File: config.mk
export PLATFORM = sky130hd
export DESIGN_NAME = mem_access_stage
export DESIGN_NICKNAME = d
export VERILOG_FILES = /design/src/rtl/mem_access_stage.sv
export SDC_FILE = /design/constraint.sdc
export NUM_CORES = 1
export LEC_CHECK = 0
export CORE_MARGIN = 2
export CORE_UTILIZATION = 35
export CTS_CLUSTER_SIZE = 30
export DETAILED_ROUTE_END_ITERATION = 12
export PLACE_DENSITY = 0.67
export SLEW_MARGIN = 20
export SYNTH_ARGS = -nofsm -noshare
export SYNTH_HDL_FRONTEND = slang
export SYNTH_SLANG_ARGS = --single-unit
File: constraint.sdc
create_clock -name clock -period 1.86 [get_ports clock]
set_input_delay 0.279 -clock clock [delete_from_list [all_inputs] [get_ports clock]]
set_output_delay 0.279 -clock clock [all_outputs]
set_load 0.03 [all_outputs]
File: src/rtl/mem_access_stage.sv
// Memory-access stage: req/ack handshake with data memory, upstream stall,
// registered write-back bundle, sticky timeout/alignment error flags.
//
// Ports:
//   clock, reset (async, active-low)
//   in_valid, alu_result, store_data, dest_reg, mem_read, mem_write : from EX
//   stall      : comb, hold upstream register
//   mem_req, mem_we, mem_addr, mem_wdata, mem_rdata, mem_ack : data memory
//   wb_data, wb_reg, wb_valid : registered write-back bundle
//   err_timeout, err_align    : sticky error flags
module mem_access_stage #(
  parameter int unsigned TIMEOUT_CYCLES = 16
) (
  input  logic        clock,
  input  logic        reset,
  input  logic        in_valid,
  input  logic [31:0] alu_result,
  input  logic [31:0] store_data,
  input  logic [4:0]  dest_reg,
  input  logic        mem_read,
  input  logic        mem_write,
  output logic        stall,
  output logic        mem_req,
  output logic        mem_we,
  output logic [31:0] mem_addr,
  output logic [31:0] mem_wdata,
  input  logic [31:0] mem_rdata,
  input  logic        mem_ack,
  output logic [31:0] wb_data,
  output logic [4:0]  wb_reg,
  output logic        wb_valid,
  output logic        err_timeout,
  output logic        err_align
);

  typedef enum logic {
    S_IDLE = 1'b0,
    S_WAIT = 1'b1
  } state_t;

  localparam logic [31:0] TO_LAST = 32'(TIMEOUT_CYCLES - 1);

  state_t      state_q, state_d;
  logic [31:0] cnt_q, cnt_d;
  logic        mem_req_q, mem_req_d;
  logic        mem_we_q, mem_we_d;
  logic [31:0] mem_addr_q, mem_addr_d;
  logic [31:0] mem_wdata_q, mem_wdata_d;
  logic [4:0]  ld_reg_q, ld_reg_d;
  logic [31:0] wb_data_q, wb_data_d;
  logic [4:0]  wb_reg_q, wb_reg_d;
  logic        wb_valid_q, wb_valid_d;
  logic        err_to_q, err_to_d;
  logic        err_al_q, err_al_d;

  logic mem_op;
  logic aligned;
  logic timeout_hit;

  assign mem_op  = mem_read | mem_write;
  assign aligned = (alu_result[1:0] == 2'b00);

  // Zero disables the timeout entirely.
  assign timeout_hit = (TIMEOUT_CYCLES != 0) &&
                       (cnt_q == TO_LAST);

  assign stall =
    ((state_q == S_IDLE) & in_valid & mem_op & aligned) |
    ((state_q == S_WAIT) & ~mem_ack & ~timeout_hit);

  always_comb begin
    state_d     = state_q;
    cnt_d       = cnt_q;
    mem_req_d   = mem_req_q;
    mem_we_d    = mem_we_q;
    mem_addr_d  = mem_addr_q;
    mem_wdata_d = mem_wdata_q;
    ld_reg_d    = ld_reg_q;
    wb_data_d   = wb_data_q;
    wb_reg_d    = wb_reg_q;
    wb_valid_d  = 1'b0;
    err_to_d    = err_to_q;
    err_al_d    = err_al_q;
    case (state_q)
      S_IDLE: begin
        if (in_valid) begin
          if (!mem_op) begin
            wb_data_d  = alu_result;
            wb_reg_d   = dest_reg;
            wb_valid_d = 1'b1;
          end else if (!aligned) begin
            err_al_d = 1'b1;
          end else begin
            mem_req_d   = 1'b1;
            mem_we_d    = mem_write;
            mem_addr_d  = {alu_result[31:2], 2'b00};
            mem_wdata_d = store_data;
            ld_reg_d    = dest_reg;
            cnt_d       = '0;
            state_d     = S_WAIT;
          end
        end
      end
      S_WAIT: begin
        // Ack beats a coincident timeout.
        if (mem_ack) begin
          mem_req_d = 1'b0;
          cnt_d     = '0;
          state_d   = S_IDLE;
          if (!mem_we_q) begin
            wb_data_d  = mem_rdata;
            wb_reg_d   = ld_reg_q;
            wb_valid_d = 1'b1;
          end
        end else if (timeout_hit) begin
          mem_req_d = 1'b0;
          err_to_d  = 1'b1;
          cnt_d     = '0;
          state_d   = S_IDLE;
        end else begin
          cnt_d = cnt_q + 32'd1;
        end
      end
      default: state_d = S_IDLE;
    endcase
  end

  always_ff @(posedge clock or negedge reset) begin
    if (!reset) begin
      state_q     <= S_IDLE;
      cnt_q       <= '0;
      mem_req_q   <= 1'b0;
      mem_we_q    <= 1'b0;
      mem_addr_q  <= '0;
      mem_wdata_q <= '0;
      ld_reg_q    <= '0;
      wb_data_q   <= '0;
      wb_reg_q    <= '0;
      wb_valid_q  <= 1'b0;
      err_to_q    <= 1'b0;
      err_al_q    <= 1'b0;
    end else begin
      state_q     <= state_d;
      cnt_q       <= cnt_d;
      mem_req_q   <= mem_req_d;
      mem_we_q    <= mem_we_d;
      mem_addr_q  <= mem_addr_d;
      mem_wdata_q <= mem_wdata_d;
      ld_reg_q    <= ld_reg_d;
      wb_data_q   <= wb_data_d;
      wb_reg_q    <= wb_reg_d;
      wb_valid_q  <= wb_valid_d;
      err_to_q    <= err_to_d;
      err_al_q    <= err_al_d;
    end
  end

  assign mem_req     = mem_req_q;
  assign mem_we      = mem_we_q;
  assign mem_addr    = mem_addr_q;
  assign mem_wdata   = mem_wdata_q;
  assign wb_data     = wb_data_q;
  assign wb_reg      = wb_reg_q;
  assign wb_valid    = wb_valid_q;
  assign err_timeout = err_to_q;
  assign err_align   = err_al_q;

endmodule
== After elaboration in Yosys (flattened, before gate mapping) ==
Cells that the tools add are included.
Cells by class
  add/subtract/negate cells: 1
  eq/ne operators: 8
  muxes and demuxes: 33
  bitwise gates (word level): 11
  reduce and logical (&&, ||, !) cells: 7
Operators with widths (count)
  two-way mux 32 bit: 9
  case mux 32 bit (2 select lines): 2
  adder 32 x 1 -> 32 bit, second input constant: 1
  equality test 32 x 4 -> 1 bit, second input constant: 1
  two-way mux 5 bit: 4
  AND reduction 4 bit: 4
  two-way mux 1 bit: 14
  != test 2 bit, second input constant: 6
  case mux 5 bit (2 select lines): 1
  case mux 1 bit (2 select lines): 3
  AND reduction 3 bit: 2
  bitwise AND 1 bit: 5
  NOT 1 bit: 4
  != test 3 x 2 -> 1 bit, second input constant: 1
  logical NOT 2 bit: 1
  OR 1 bit: 2
Word-level totals
  register bits after elaboration: 142
  bits of input ports: 107
  output and inout port bits: 107
  word-level logic and storage cells: 72

== Longest topological paths before layout ==
Gate-level depths: netlist (run 1).
  depth after elaboration: 5
  depth in mapped cells: 8
  gate-level depth less buffers: 6

== Worst setup path after synthesis (run 1) ==
Ideal clock, no wire load.
  path kind: in2reg
  start: input alu_result[1]
  end: register cnt_q[31]
  setup time: 0.077 ns
  arrival: 1.968 ns
  data required time: 1.783 ns
  slack: -0.185 ns
  stages on the path: 7
  buffers on the path: 2
  cell sequence: or2_0 -> buf_2 -> o21ba_1 -> or4_1 -> buf_2 -> or4_1 -> a21oi_1
On the way
  cells in the longest elaborated chain, start to end: 3
Ends and longest elaborated chain
  start: declaration: line 17  | input logic [31:0] alu_result,
  logical NOT 2 bit: line 61  | assign aligned = (alu_result[1:0] == 2'b00);
  != test 2 bit (no line)
  AND reduction 3 bit (no line)
  end signal: assignment: line 144  | cnt_q <= cnt_d;
  end: declaration: line 44  | logic [31:0] cnt_q, cnt_d;
No other way between the ends.
A chain may end at the register's enable or synchronous reset.

== Worst setup path in the final report (run 1) ==
  start: register cnt_q[30]
  end: output stall
On the way
  cells in the longest elaborated chain, start to end: 4
Ends and longest elaborated chain
  equality test 32 x 4 -> 1 bit: line 65  | (cnt_q == TO_LAST);
  NOT 1 bit: line 69  | ((state_q == S_WAIT) & ~mem_ack & ~timeout_hit);
  bitwise AND 1 bit: line 69
  OR 1 bit: line 68  | ((state_q == S_IDLE) & in_valid & mem_op & aligned) |
  end: declaration: line 22  | output logic stall,
No other way between the ends.

==> results.json, run 1 <==
{
  "syn_area_sq_mm": 0.00613,
  "p_leak_nw": 4.17,
  "via_per_inst": 4.87,
  "track_usage": 0.188,
  "final_area_sq_mm": 0.0100,
  "nFillCells": 1414,
  "first_pass_iters": 4,
  "grt_pass1_vias": 5421,
  "drc": 0,
  "die_w_microns": 136,
  "die_h_microns": 136,
  "ys_seq_elements": 142,
  "drt_wl_total_mm": 17.1,
  "status": "finished, violations left",
  "core_sq_mm": 0.0172,
  "stdcell_count": 1031,
  "p_int_w": 0.00760,
  "crit_chain": "nor4_4, buf_4, nand4_1, o21ai_2, nand2_2, buf_6",
  "fin_ws_ns": -0.327,
  "dp_hpwl_mm": 12.2,
  "ios": 214,
  "path_class": "flop to primary output",
  "yosys_warnings": 0,
  "synthCells": 519,
  "cts_tree": "built",
  "grt_max_degree": 76,
  "violations": "setup timing",
  "critPathRequiredTime_ns": 1.58,
  "cts.reportedPaths.clkPinSlew_ns": 0.06,
  "cp-start-kind": "flop",
  "pwr-share-seq": 0.359,
  "final_cell_mix": "209 x clkdlybuf4s50_1, 141 x dfrtp_1, 68 x mux2_2",
  "rsz0062_at_grt": "true",
  "clock_latency_ns": 0.41,
  "gp_congestion": 0.870,
  "maxCapViolations": 0,
  "vias": 5026,
  "synth_edf_count": 0,
  "max_freq_mhz": 457,
  "grt-ovfl-total": 0,
  "p_comb_frac": 0.311,
  "syn2layout_area_growth_pct": 63.4,
  "drive_gt1_frac": 0.284,
  "drt_iter0_markers": 236,
  "detail-route-antenna-nets": 0,
  "finalCritPeriodShare": 1.18,
  "synth_cell_types": 37,
  "synthArstFlopShare": 1.00,
  "cts_root_buf": "clkbuf_16",
  "place_inst": 985,
  "p_switching_w": 0.00344,
  "setup_viol": 35,
  "htreeDepth": 4,
  "tritoncts.num_buffers": 17,
  "pwr-share-clk": 0.331,
  "end_kind": "primary output",
  "antenna_found_initial": 0,
  "nets": 901,
  "syn_avg_cell_area_sq_um": 11.8,
  "wl_per_cell_microns": 16.6,
  "antenna_cells": 0,
  "path_max_fanout": 2,
  "final_util": 0.583,
  "die_area_sq_mm": 0.0186,
  "yosysSeqAreaShare": 0.580,
  "row_count": 48,
  "power.total_w": 0.0110,
  "skew_ns": 0.00916,
  "placed_area_sq_mm": 0.00893,
  "cpMaxStageDelayCell": "dfrtp_1",
  "slowest_delay_ns": 0.41,
  "grt_pass1_wl_mm": 27.1,
  "hold_path_class": "primary input to async pin",
  "maxSlewViolCount": 0,
  "ir_drop_uv": 656,
  "power_density_mw_per_mm2": 1100,
  "hold_viol": 0,
  "period_minus_slack_ns": 2.19,
  "clk_path_buf_depth": 2,
  "arrival_ns": 1.91,
  "p_sw_frac": 0.312,
  "final_common_cell": "clkdlybuf4s50_1",
  "port_buffers": 211,
  "clock-sinks": 142,
  "start_util": 0.357,
  "synth_ff_type": "dfrtp_1"
}
synthesized netlist by cell type, drive strengths merged, types with 2 or more instances:
library cell  number  area (sq um)
a21o               4          30.0
a21oi              6          30.0
and3               5          31.3
and4               5          43.8
buf                9          47.5
clkbuf            21          78.8
dfrtp            142          3550
inv                6          22.5
mux2              68           766
mux2i             37           370
nand2             52           195
nand3             11          55.1
nand4             10          62.6
nor2              29           109
nor3               6          30.0
nor4              14          87.6
nor4b              2          17.5
o21ai             47           235
o31ai              3          22.5
or2                2          12.5
or3                4          25.0
or4                5          37.5
xnor2             19           166
xor2               3          26.3
worst max-delay path: cells and delay by family (launching register included):
kind | cells | cell delay [ns]
buffers and inverters | 2 | 0.30
AOI/OAI and AO/OA | 1 | 0.22
DFF | 1 | 0.41
and+or+nand+nor | 3 | 0.55
layer usage:
metal / vias up / GRT usage / share of wire
met5: - / 0 / 0
li1: 2378 / - / -
met1: 2451 / 0.218 / 0.39
met2: 169 / 0.325 / 0.52
met4: 0 / 0.0631 / 0.022
met3: 28 / 0.0634 / 0.069
what timing repair did:
| item | 4_1_cts | 5_1_grt |
|---|---|---|
| setup endpoints to repair | 32 | 68 |
| endpoints found under the hold margin | 22 | 0 |
| gates resized for setup | 48 | 37 |
| hold buffers | 1 | 0 |
| buffers inserted | 8 | 5 |
| pin swaps | 23 | 10 |
| cloned | 2 | 2 |
cells by family (layout without fill, tap and decap cells):
family,Yosys count,in the layout,share of synthesized area
mux,105,105,0.185
buf+inv,36,322,0.0243
flops,142,142,0.580
other cells,1,2,0.000612
fa+ha+maj,1,1,0.00204
simple gates,148,148,0.119
xor+xnor,22,22,0.0314
compound gates,64,64,0.0576
path summary, 6_finish.rpt:
kind | startpoint | endpoint | slack, ns | cells after the start
max | cnt_q[30] | stall | -0.33 | 6
min | reset | cnt_q[18] | 0.32 | 2
max reg2reg | cnt_q[30] | mem_req | -0.20 | 9
min reg2reg | err_timeout | err_timeout | 0.46 | 1
max in group asynchronous | reset | mem_wdata[25] | 0.94 | 3
min in group clock | err_timeout | err_timeout | 0.46 | 1
layout make-up:
class,count,area [sq um],share of cell area
Sequential cell,142,3550,0.355
Timing Repair Buffer,284,2820,0.282
Multi-Input combinational cell,342,2690,0.268
Clock inverter,7,123,0.0122
Clock buffer,25,526,0.0525
Tap cell,225,282,0.0281
Inverter,6,22.5,0.00225
through the flow:
stage	setup slack, ns	hold slack [ns]	setup TNS (ns)
detailed placement	-0.480	0.160	-33.69
floorplan	-0.108	-0.0166	-0.138
global route	-0.402	0.305	-7.82
global placement	-0.442	0.162	-30.48
finish	-0.327	0.316	-5.61
CTS	-0.310	0.301	-2.04
power groups by stage:
stage / logic (W) / clock network [W] / registers, W
CTS: 0.00342 / 0.00373 / 0.00397
detailed placement: 0.00337 / 0 / 0.00401
floorplan: 0.000637 / 0 / 0.00505
global route: 0.00362 / 0.00389 / 0.00404
finish: 0.00343 / 0.00365 / 0.00396
global placement: 0.00333 / 0 / 0.00398
No activity file was read; power rests on OpenSTA's default activity.
==> run 2, diff against run 1 <==
--- a/config.mk
+++ b/config.mk
@@ -5,11 +5,12 @@
 export SDC_FILE = /design/constraint.sdc
 export NUM_CORES = 1
 export LEC_CHECK = 0
+export CORE_ASPECT_RATIO = 0.6
 export CORE_MARGIN = 2
 export CORE_UTILIZATION = 35
 export CTS_CLUSTER_SIZE = 30
 export DETAILED_ROUTE_END_ITERATION = 12
-export PLACE_DENSITY = 0.67
+export PLACE_DENSITY = 0.66
 export SLEW_MARGIN = 20
 export SYNTH_ARGS = -nofsm -noshare
 export SYNTH_HDL_FRONTEND = slang
==> constraint.sdc (replaced) <==
create_clock -name clock -period 1.86 [get_ports clock]
set_input_delay 0.558 -clock clock [delete_from_list [all_inputs] [get_ports clock]]
set_output_delay 0.558 -clock clock [all_outputs]
set_load 0.03 [all_outputs]
==> run 2 against run 1 <==
  * The flow still finishes with violations (setup timing)
  * Sequential share of layout area rose by 0.54 points
  * Register-to-register slack got worse by 0.45 ns
  * Clock power decreased by 4%
  * Count of clock-buffer cells in the layout is 6 lower
  * Critical path depth unchanged
  * Largest cell class unchanged
==> results.json, run 2 (synthesis results as in run 1) <==
{
  "power_density_mw_per_mm2": 1060,
  "critPathRequiredTime_ns": 1.30,
  "skew_ns": 0.00661,
  "hold_viol": 0,
  "track_usage": 0.197,
  "die_w_microns": 175,
  "path_class": "flop to primary output",
  "ff2ff_path_depth": 14,
  "port_buffers": 211,
  "cp-start-kind": "flop",
  "ir_drop_uv": 597,
  "setup.worst_path.end": "stall",
  "postCtsHoldBufs": 0,
  "final_cell_mix": "139 x dfrtp_1, 107 x dlygate4sd2_1, 100 x clkdlybuf4s50_1",
  "grt_pass1_wl_mm": 28.7,
  "via_per_inst": 4.83,
  "drt_iter0_markers": 181,
  "hold_path_class": "primary input to async pin",
  "placed_area_sq_mm": 0.00918,
  "antenna_cells": 0,
  "final_area_sq_mm": 0.00987,
  "tritoncts.num_buffers": 17,
  "clock-sinks": 142,
  "final_common_cell": "dfrtp_1",
  "r2r_start": "cnt_q[31]",
  "drive_gt1_frac": 0.267,
  "p_leak_nw": 4.52,
  "stdcell_count": 1054,
  "first_pass_iters": 4,
  "die_area_sq_mm": 0.0186,
  "fin_ws_ns": -0.650,
  "clk_path_buf_depth": 2,
  "nFillCells": 1474,
  "dp_hpwl_mm": 12.5,
  "final_util": 0.576,
  "vias": 5094,
  "antenna_found_initial": 0,
  "maxSlewViolCount": 0,
  "wl_per_cell_microns": 16.5,
  "detail-route-antenna-nets": 0,
  "period_minus_slack_ns": 2.51,
  "ios": 214,
  "cts.reportedPaths.clkPinSlew_ns": 0.06,
  "arrival_ns": 1.95,
  "end_kind": "primary output",
  "die_h_microns": 106,
  "path_max_fanout": 2,
  "hold_ws_ns": 0.0406,
  "setup_viol": 36,
  "maxCapViolations": 0,
  "violations": "setup timing",
  "rsz0062_at_grt": "true",
  "nets": 915,
  "rr_endpoint": "err_timeout",
  "cts_tree": "built",
  "clock_latency_ns": 0.42,
  "gp_congestion": 0.832,
  "grt-ovfl-total": 0,
  "core_sq_mm": 0.0171,
  "max_freq_mhz": 398,
  "drc": 0,
  "row_count": 37,
  "cts_root_buf": "clkbuf_16",
  "drt_wl_total_mm": 17.3,
  "rrSetupSlack_ns": -0.65,
  "startpoint": "cnt_q[31]",
  "grt_pass1_vias": 5531,
  "htreeDepth": 4,
  "syn2layout_area_growth_pct": 61.1,
  "finalCritPeriodShare": 1.35,
  "grt_max_degree": 45,
  "power.total_w": 0.0105,
  "place_inst": 1004,
  "start_util": 0.358,
  "status": "finished, violations left"
}
run 2: cell types whose count changed in the layout (fill, tap and decap cells not counted), sizes merged, moves of 2 or more:
cell	previous run	this run
clkinvlp	2	0
buf	73	90
clkdlybuf4s50	209	100
dlygate4sd2	0	107
clkinv	1	8
clkbuf	26	19
run 2: repair_timing:
action / 4_1_cts / 5_1_grt
setup endpoints to repair: 204 / 36
cloned: 1 / 0
pin swaps: 9 / 4
gates resized for setup: 132 / 2
buffers inserted: 14 / 3
run 2: worst min path at each step:
stage                     slack [ns]  cells after the start            to       from
after floorplan                 0.26                      0      cnt_q[0]      reset
after global routing            0.06                      1  mem_addr[24]      reset
final                           0.04                      1  mem_addr[27]      reset
after CTS                       0.04                      1  mem_addr[27]      reset
after global placement          0.45                      1     err_align  err_align
after detailed placement        0.45                      1     err_align  err_align
run 2: worst max-delay path, cell delays in order (launching register included):
cell	delay [ns]
dfrtp_1	0.38
nor4_2	0.31
buf_4	0.18
nand4_1	0.18
o21ai_4	0.27
nand2_8	0.07
buf_12	0.14
run 2: final cells by class:
cell class | count | area [sq um] | share of cell area
repair buffers | 298 | 2790 | 0.283
multi-input cells | 342 | 2600 | 0.263
clock buffers | 19 | 443 | 0.0449
inverters | 6 | 22.5 | 0.00228
flip-flops and latches | 142 | 3560 | 0.360
clock inverters | 13 | 163 | 0.0165
well taps | 234 | 293 | 0.0297
run 2: power breakdown:
part	internal (W)	switching (W)	leakage [nW]
sequential	0.00365	0.000287	1.77
combinational	0.00119	0.00183	2.45
clock	0.00215	0.00136	0.301
run 2: through the flow:
step	TNS [ns]	setup slack, ns
3_3_place_gp	-68.05	-0.813
4_1_cts	-9.30	-0.645
6_report	-12.88	-0.650
2_1_floorplan	-7.91	-0.382
5_1_grt	-17.53	-0.767
3_5_place_dp	-71.96	-0.809
run 2: metal layers:
| metal | wire, microns | part of all wire | track usage |
|---|---|---|---|
| met3 | 1440 | 0.083 | 0.0747 |
| met1 | 7880 | 0.45 | 0.253 |
| met2 | 7770 | 0.45 | 0.307 |
| met4 | 261 | 0.015 | 0.0649 |
| met5 | 0 | 0 | 0 |
==> run 3, diff against run 2 <==
--- a/config.mk
+++ b/config.mk
@@ -10,7 +10,7 @@
 export CORE_UTILIZATION = 35
 export CTS_CLUSTER_SIZE = 30
 export DETAILED_ROUTE_END_ITERATION = 12
-export PLACE_DENSITY = 0.66
+export PLACE_DENSITY = 0.75
 export SLEW_MARGIN = 20
 export SYNTH_ARGS = -nofsm -noshare
 export SYNTH_HDL_FRONTEND = slang
==> run 3 against run 2 <==
  * The flow still finishes with violations (setup timing)
  * Worst hold slack got worse by 0.021 ns
  * Combinational power barely moved
  * Cell area fell by 0.58%
  * Critical path depth fell by 1
  * Global-route usage fell by 0.79 points
  * Setup slack got worse by 0.048 ns
  * Wire length fell by 0.39%
  * Critical endpoint unchanged
  * Largest cell class unchanged
==> results.json, run 3 (synthesis results as in run 1) <==
{
  "antenna_cells": 0,
  "gr-max-usage-layer": "met2",
  "clock-sinks": 142,
  "via_per_inst": 4.83,
  "grt_util_met1": 0.257,
  "cts_root_buf": "clkbuf_16",
  "violations": "setup timing",
  "ff2ff_path_depth": 12,
  "critPathRequiredTime_ns": 1.30,
  "gp_congestion": 0.840,
  "fin_ws_ns": -0.698,
  "final_cell_mix": "140 x dfrtp_1, 107 x dlygate4sd2_1, 100 x clkdlybuf4s50_1",
  "p_leak_nw": 4.48,
  "r2r_start": "cnt_q[26]",
  "wl_per_cell_microns": 16.4,
  "end_kind": "primary output",
  "row_count": 37,
  "rsz0062_at_grt": "true",
  "final_util": 0.573,
  "clk_path_buf_depth": 2,
  "grt_max_degree": 44,
  "drive_gt1_frac": 0.264,
  "nets": 912,
  "track_usage": 0.189,
  "grt_pass1_wl_mm": 27.6,
  "cp-start-kind": "flop",
  "tritoncts.num_buffers": 17,
  "die_w_microns": 175,
  "period_minus_slack_ns": 2.56,
  "htreeDepth": 4,
  "cts_tree": "built",
  "core_sq_mm": 0.0171,
  "die_area_sq_mm": 0.0186,
  "start_util": 0.358,
  "finalCritPeriodShare": 1.38,
  "arrival_ns": 2.00,
  "die_h_microns": 106,
  "hold_viol": 0,
  "drt_wl_total_mm": 17.3,
  "path_max_fanout": 2,
  "path_class": "flop to primary output",
  "status": "finished, violations left",
  "skew_ns": 0.0128,
  "grt_util_met2": 0.290,
  "maxCapViolations": 0,
  "first_pass_iters": 4,
  "setup_viol": 35,
  "drc": 0,
  "power.total_w": 0.0103,
  "clock_latency_ns": 0.42,
  "drt_iter0_markers": 268,
  "cts.reportedPaths.clkPinSlew_ns": 0.07,
  "grtUsageMet3": 0.0637,
  "max_freq_mhz": 391,
  "port_buffers": 211,
  "detail-route-antenna-nets": 0,
  "power_density_mw_per_mm2": 1050,
  "grt-ovfl-total": 0,
  "ir_drop_uv": 649,
  "final_common_cell": "dfrtp_1",
  "dp_hpwl_mm": 12.4,
  "hold_path_class": "primary input to async pin",
  "rr_endpoint": "cnt_q[29]",
  "postCtsHoldBufs": 0,
  "antenna_found_initial": 0,
  "vias": 5081,
  "ios": 214,
  "maxSlewViolCount": 0,
  "grt_pass1_vias": 5287,
  "rrSetupSlack_ns": -0.61,
  "syn2layout_area_growth_pct": 60.2
}
## run 3: cell count changes in the layout (fill, tap and decap cells not counted), sizes merged, moves of 2 or more
cell	change
buf	-3
bufinv	-2
clkinv	-4
clkinvlp	+2
inv	+6
## run 3: critical path, stage by stage (launching register included)
cell and delay (ns):
dfrtp_1 0.40, nor4_1 0.39, nand4_1 0.26, o21ai_4 0.33, nand2_8 0.07, buf_6 0.14
## run 3: layout make-up
type	instances	area, sq um
fillers	1479	7320
well taps	234	293
clock buffers	17	425
multi-input cells	342	2600
inverters	6	22.5
clock inverters	15	153
flip-flops and latches	142	3560
repair buffers	295	2770
## run 3: layer usage
layer	vias to the layer above	routed length (microns)	share of wire
li1	2404	-	-
met1	2495	8020	0.46
met2	167	7620	0.44
met3	15	1460	0.085
met4	0	172	0.010
met5	-	0	0
## run 3: how the worst max path moves through the flow
stage                      endpoint  cells after the start  slack (ns)          start
final                         stall                      5       -0.70      cnt_q[26]
after global routing          stall                      6       -0.75      cnt_q[12]
after CTS                     stall                      6       -0.67      cnt_q[12]
after detailed placement  cnt_q[31]                      6       -0.94  alu_result[1]
after global placement    cnt_q[31]                      6       -0.88  alu_result[1]
after floorplan               stall                      6       -0.38  alu_result[1]
## run 3: where the power goes
group	switching, W	internal, W
registers	0.000270	0.00365
logic	0.00184	0.00120
clock network	0.00147	0.00189
## run 3: metrics by stage
stage	setup TNS (ns)	worst slack, ns	cells	hold slack, ns	cell area (sq um)
2_1_floorplan	-7.91	-0.382	520	0.262	6320
6_report	-18.71	-0.698	1051	0.0192	9810
3_3_place_gp	-59.68	-0.885	1006	0.440	9160
5_1_grt	-21.27	-0.753	1051	0.0266	9810
3_5_place_dp	-64.74	-0.937	1006	0.454	9160
4_1_cts	-15.61	-0.666	1049	0.0218	9760
## run 3: what timing repair did
item                       4_1_cts  5_1_grt
cloned                           1        1
gates resized for setup        134        6
setup endpoints to repair      207       35
pin swaps                        8        0
setup buffers                   10        3
